`config.mk`:
```
export PLATFORM = sky130hd
export DESIGN_NAME = mc_main_control
export DESIGN_NICKNAME = d
export VERILOG_FILES = /design/src/rtl/mc_main_control.sv
export SDC_FILE = /design/constraint.sdc
export NUM_CORES = 1
export LEC_CHECK = 0
export CAP_MARGIN = 15
export CORE_UTILIZATION = 30
export DETAILED_ROUTE_END_ITERATION = 7
export GPL_TIMING_DRIVEN = 0
export PLACE_DENSITY = 0.65
export SLEW_MARGIN = 20
export SYNTH_ARGS = -nofsm -noshare
export SYNTH_HDL_FRONTEND = slang
export SYNTH_SLANG_ARGS = --single-unit
```
`constraint.sdc`:
```
create_clock -name clk -period 2.3 [get_ports clk]
set_clock_uncertainty 0.2 [all_clocks]
set_input_delay 0.46 -clock clk [delete_from_list [all_inputs] [get_ports clk]]
set_output_delay 0.46 -clock clk [all_outputs]
set_load 0.02 [all_outputs]
```
`src/rtl/mc_main_control.sv`:
```
// Multicycle main control FSM for the RV32I core: datapath selects, write strobes and ALU op class.
// Optional MC_ILLEGAL_TRAP_EN: unknown opcodes park the FSM in TRAP and raise illegal_instr.
module mc_main_control #(
  parameter int MEM_TIMEOUT = 16,
  parameter int TCNT_W      = 5
) (
  input  logic       clk,
  input  logic       rst_n,
  input  logic [6:0] op,
  input  logic       zero,
  input  logic       mem_ready,
  output logic [1:0] alu_op,
  output logic [1:0] alu_src_a,
  output logic [1:0] alu_src_b,
  output logic [1:0] result_src,
  output logic [1:0] imm_src,
  output logic       adr_src,
  output logic       ir_write,
  output logic       pc_write,
  output logic       reg_write,
  output logic       mem_write,
  output logic       instr_retired,
  output logic       mem_timeout
`ifdef MC_ILLEGAL_TRAP_EN
  ,
  output logic       illegal_instr
`endif
);

  localparam logic [6:0] OP_LW  = 7'b0000011;
  localparam logic [6:0] OP_IA  = 7'b0010011;
  localparam logic [6:0] OP_SW  = 7'b0100011;
  localparam logic [6:0] OP_R   = 7'b0110011;
  localparam logic [6:0] OP_BEQ = 7'b1100011;
  localparam logic [6:0] OP_JAL = 7'b1101111;

  typedef enum logic [3:0] {
    FETCH, DECODE, MEMADR, MEMREAD, MEMWB, MEMWRITE,
    EXECR, EXECI, ALUWB, BEQ, JAL
`ifdef MC_ILLEGAL_TRAP_EN
    , TRAP
`endif
  } state_t;

  state_t            state_q, state_n;
  logic [TCNT_W-1:0] cnt_q, cnt_n;
  logic              wait_st, to_hit;

  assign wait_st = (state_q == FETCH) || (state_q == MEMREAD) || (state_q == MEMWRITE);
  // A ready memory in the same cycle the limit is reached completes normally.
  assign to_hit  = (MEM_TIMEOUT != 0) && wait_st && !mem_ready &&
                   (cnt_q == TCNT_W'(MEM_TIMEOUT));

  always_ff @(posedge clk or negedge rst_n) begin
    if (!rst_n) begin
      state_q <= FETCH;
      cnt_q   <= '0;
    end else begin
      state_q <= state_n;
      cnt_q   <= cnt_n;
    end
  end

  // Counter restarts on every state entry, including FETCH re-entry after an abort.
  always_comb begin
    cnt_n = cnt_q;
    if (state_n != state_q || to_hit)
      cnt_n = '0;
    else if (wait_st && !mem_ready)
      cnt_n = cnt_q + TCNT_W'(1);
  end

  always_comb begin
    state_n       = state_q;
    alu_op        = 2'b00;
    alu_src_a     = 2'b00;
    alu_src_b     = 2'b00;
    result_src    = 2'b00;
    imm_src       = 2'b00;
    adr_src       = 1'b0;
    ir_write      = 1'b0;
    pc_write      = 1'b0;
    reg_write     = 1'b0;
    mem_write     = 1'b0;
    instr_retired = 1'b0;
    mem_timeout   = to_hit;

    case (op)
      OP_SW:   imm_src = 2'b01;
      OP_BEQ:  imm_src = 2'b10;
      OP_JAL:  imm_src = 2'b11;
      default: imm_src = 2'b00;
    endcase

    case (state_q)
      FETCH: begin
        alu_src_b  = 2'b10;
        result_src = 2'b10;
        ir_write   = mem_ready;
        pc_write   = mem_ready;
        if (mem_ready) state_n = DECODE;
      end
      DECODE: begin
        alu_src_a = 2'b01;
        alu_src_b = 2'b01;
        case (op)
          OP_LW, OP_SW: state_n = MEMADR;
          OP_R:         state_n = EXECR;
          OP_IA:        state_n = EXECI;
          OP_BEQ:       state_n = BEQ;
          OP_JAL:       state_n = JAL;
`ifdef MC_ILLEGAL_TRAP_EN
          default:      state_n = TRAP;
`else
          default:      state_n = FETCH;
`endif
        endcase
      end
      MEMADR: begin
        alu_src_a = 2'b10;
        alu_src_b = 2'b01;
        state_n   = (op == OP_LW) ? MEMREAD : MEMWRITE;
      end
      MEMREAD: begin
        adr_src = 1'b1;
        if (mem_ready)   state_n = MEMWB;
        else if (to_hit) state_n = FETCH;
      end
      MEMWB: begin
        result_src    = 2'b01;
        reg_write     = 1'b1;
        instr_retired = 1'b1;
        state_n       = FETCH;
      end
      MEMWRITE: begin
        adr_src   = 1'b1;
        mem_write = !to_hit;
        if (mem_ready) begin
          instr_retired = 1'b1;
          state_n       = FETCH;
        end else if (to_hit) begin
          state_n = FETCH;
        end
      end
      EXECR: begin
        alu_src_a = 2'b10;
        alu_op    = 2'b10;
        state_n   = ALUWB;
      end
      EXECI: begin
        alu_src_a = 2'b10;
        alu_src_b = 2'b01;
        alu_op    = 2'b10;
        state_n   = ALUWB;
      end
      ALUWB: begin
        reg_write     = 1'b1;
        instr_retired = 1'b1;
        state_n       = FETCH;
      end
      BEQ: begin
        alu_src_a     = 2'b10;
        alu_op        = 2'b01;
        pc_write      = zero;
        instr_retired = 1'b1;
        state_n       = FETCH;
      end
      JAL: begin
        alu_src_a = 2'b01;
        alu_src_b = 2'b10;
        pc_write  = 1'b1;
        state_n   = ALUWB;
      end
`ifdef MC_ILLEGAL_TRAP_EN
      TRAP: state_n = TRAP;
`endif
      default: state_n = FETCH;
    endcase

    // Reset is asynchronous on the outputs as well, not just on the state register.
    if (!rst_n) begin
      alu_op        = 2'b00;
      alu_src_a     = 2'b00;
      alu_src_b     = 2'b00;
      result_src    = 2'b00;
      imm_src       = 2'b00;
      adr_src       = 1'b0;
      ir_write      = 1'b0;
      pc_write      = 1'b0;
      reg_write     = 1'b0;
      mem_write     = 1'b0;
      instr_retired = 1'b0;
      mem_timeout   = 1'b0;
    end
  end

`ifdef MC_ILLEGAL_TRAP_EN
  assign illegal_instr = rst_n && (state_q == TRAP);
`endif

endmodule

```
==> results.toml <==
[sta]
fmax_mhz = 415
drv_slew = 0
maxSlewHeadroom_pct = 70.9
setup_slack_ns = -0.112
setup-tns-final_ns = -0.216
finalSetupViolCount = 3
period_minus_slack_ns = 2.41
hold_viol = 0
min_period_over_period_pct = 105
worst_slew_pin_slew_ns = 0.435
rsz0062_at_grt = "yes"

[placed_design]
place_area_mm2 = 0.00129
portBuffers = 27
routabilityCongestion = 0.871
post-dp-hpwl_um = 2080
dp_cells = 203

[clock_tree]
numCtsBuffers = 3
worstSkewPairLatency_ns = 0.26
clk_pin_slew_ns = 0.06
htree_levels = 1
clock-sinks = 9
cts_tree = "yes"
clockRootBuffer = "clkbuf_4"
clockBufferDepth = 2

[status]
violations = "negative setup slack"
status = "finished, violations left"

[yosys]
synth_most_common_cell = "nor2_1"
synth_top_cell_by_area = "dfrtp_1"
synth_edf_count = 0
ys_types = 41
synthTopCellsByCount = "nor2_1 (17), nand2_1 (12), a21oi_1 (9), dfrtp_1 (9)"
synthArstFlopShare_pct = 100
synth_cells = 132
synth_top_flop_cell = "dfrtp_1"
yosysWarnings = 0
synth_area_per_cell_um2 = 7.23
netlist_top_cells_area = "dfrtp_1 (24%), nor2_1 (6.7%), a21oi_1 (4.7%), nand2_1 (4.7%), nand2b_1 (4.6%)"
synth_area_um2 = 955
yosys_register_bits = 9
synth_top_area_share_pct = 23.6
yosysSeqAreaShare_pct = 23.6
syn_nets = 145

[final_layout]
fin_cells = 224
fin_area_mm2 = 0.00148
diodes = 0
finish.utilization_pct = 48.8
drive_gt1_share_pct = 35.0
nNetsFinal = 194
area_growth_syn_to_layout_pct = 54.7

[power_and_ir_drop]
p_seq_share_pct = 35.7
switching_share_pct = 32.8
internal_power_w = 0.000322
p_sw_w = 0.000157
ir_drop_uv = 156
combPwrFrac_pct = 38.9
power.density_mw_per_mm2 = 324
clock_power_share_pct = 25.5
p_leak_nw = 0.695

[floorplan]
start_util_pct = 31.5
rows = 20
die_h_um = 58.4
core_area_mm2 = 0.00303
dieArea_mm2 = 0.00341
ios = 28
dieWidth_um = 58.4

[worst_setup_path]
end_kind = "output pin"
critical_path_class = "reg -> out"
path_max_fanout = 3
critPathLaunchType = "flip-flop"
required_ns = 1.64
reg2reg_setup_slack_ns = 0.13
arrival_ns = 1.75

[grt]
grt_overflow = 0
track_usage_pct = 18.2
grt_antenna_before_repair = 0
grt_pass1_vias = 1133
grt_start_max_net_pins = 11
grt_pass1_wl_um = 4780

[route]
finalWirelength_um = 3060
drc = 0
dr.pass1.iters = 4
vias_per_cell = 5.04
wl_per_cell_um = 13.7
via_count = 1128
drtIter0Drc = 36
postRouteAntennaNets = 0

[job]
cap_violations = 0

[worst_hold_path]
hold_class = "reg -> reg"
## cell families after synthesis
group           count (synthesis)  share of synthesized area [%]
fa+ha+maj                       2                           2.62
simple gates                   75                           45.0
mux                             1                           1.18
compound gates                 27                           16.5
xor+xnor                        7                           6.42
buf+inv                        11                           4.72
flops                           9                           23.6
## power by group through the flow
stage / clock network (W) / logic (W) / registers [W]
floorplan: 0 / 0.0000875 / 0.000173
global placement: 0 / 0.000144 / 0.000174
detailed placement: 0 / 0.000150 / 0.000175
CTS: 0.000128 / 0.000173 / 0.000171
global route: 0.000136 / 0.000201 / 0.000172
finish: 0.000122 / 0.000186 / 0.000171
## metrics by stage
stage          total power, W  setup WS [ns]  hold slack, ns
2_1_floorplan        0.000260         0.0148         -0.0356
3_3_place_gp         0.000318          -1.08           0.327
3_5_place_dp         0.000324          -1.11           0.329
4_1_cts              0.000471         -0.113           0.347
5_1_grt              0.000508         -0.164           0.368
6_report             0.000479         -0.112           0.345
## area by class of cell
cell class / instances / area (µm²)
fillers: 316 / 1550
multi-input cells: 112 / 748
repair buffers: 44 / 338
flip-flops and latches: 9 / 226
plain buffers: 7 / 67.6
well taps: 44 / 55.1
clock buffers: 4 / 26.3
inverters: 4 / 15.0
## worst paths after layout
check	start	endpoint	cells after the start
max	state_q[2]	mem_write	6
min	cnt_q[4]	cnt_q[4]	2
max reg2reg	cnt_q[0]	cnt_q[3]	7
min reg2reg	cnt_q[4]	cnt_q[4]	2
max in group asynchronous	rst_n	state_q[2]	2
min in group asynchronous	rst_n	cnt_q[2]	2
## state kept, by name, summed over array words and instances, names as in the netlist
register,count
state_q,4
cnt_q,5
## critical path: stages, from the launching register on
cell	delay, ns
dfrtp_2	0.41
buf_4	0.13
and2b_1	0.19
mux2_4	0.27
and2_4	0.17
a211oi_2	0.17
buf_4	0.17
## per-layer routing
metal | global-route usage (%) | up-vias | share of wire, %
li1 | - | 560 | -
met1 | 19.2 | 537 | 43
met2 | 34.2 | 27 | 52
met3 | 4.62 | 4 | 3.8
met4 | 7.48 | 0 | 1.1
met5 | 0 | - | 0
## layout by cell type, fill, tap and decap left out, types with 4 or more instances in the layout
cell and instances:
a21oi_1 9, and3_1 5, buf_4 20, buf_6 6, clkbuf_2 8, clkbuf_4 6
clkdlybuf4s50_1 4, dfrtp_1 8, inv_1 4, nand2_1 12, nand2b_1 5, nand3_1 7
nor2_1 15, o21ai_0 4, o21ai_1 6, xor2_1 4
## what timing repair did
item,4_1_cts,5_1_grt
gates cloned,0,0
setup endpoints to repair,17,18
setup buffers,12,4
pin swaps,3,4
gates resized for setup,83,27
hold buffers,1,0
endpoints found under the hold margin,9,0
Power figures use the tool's default switching activity.
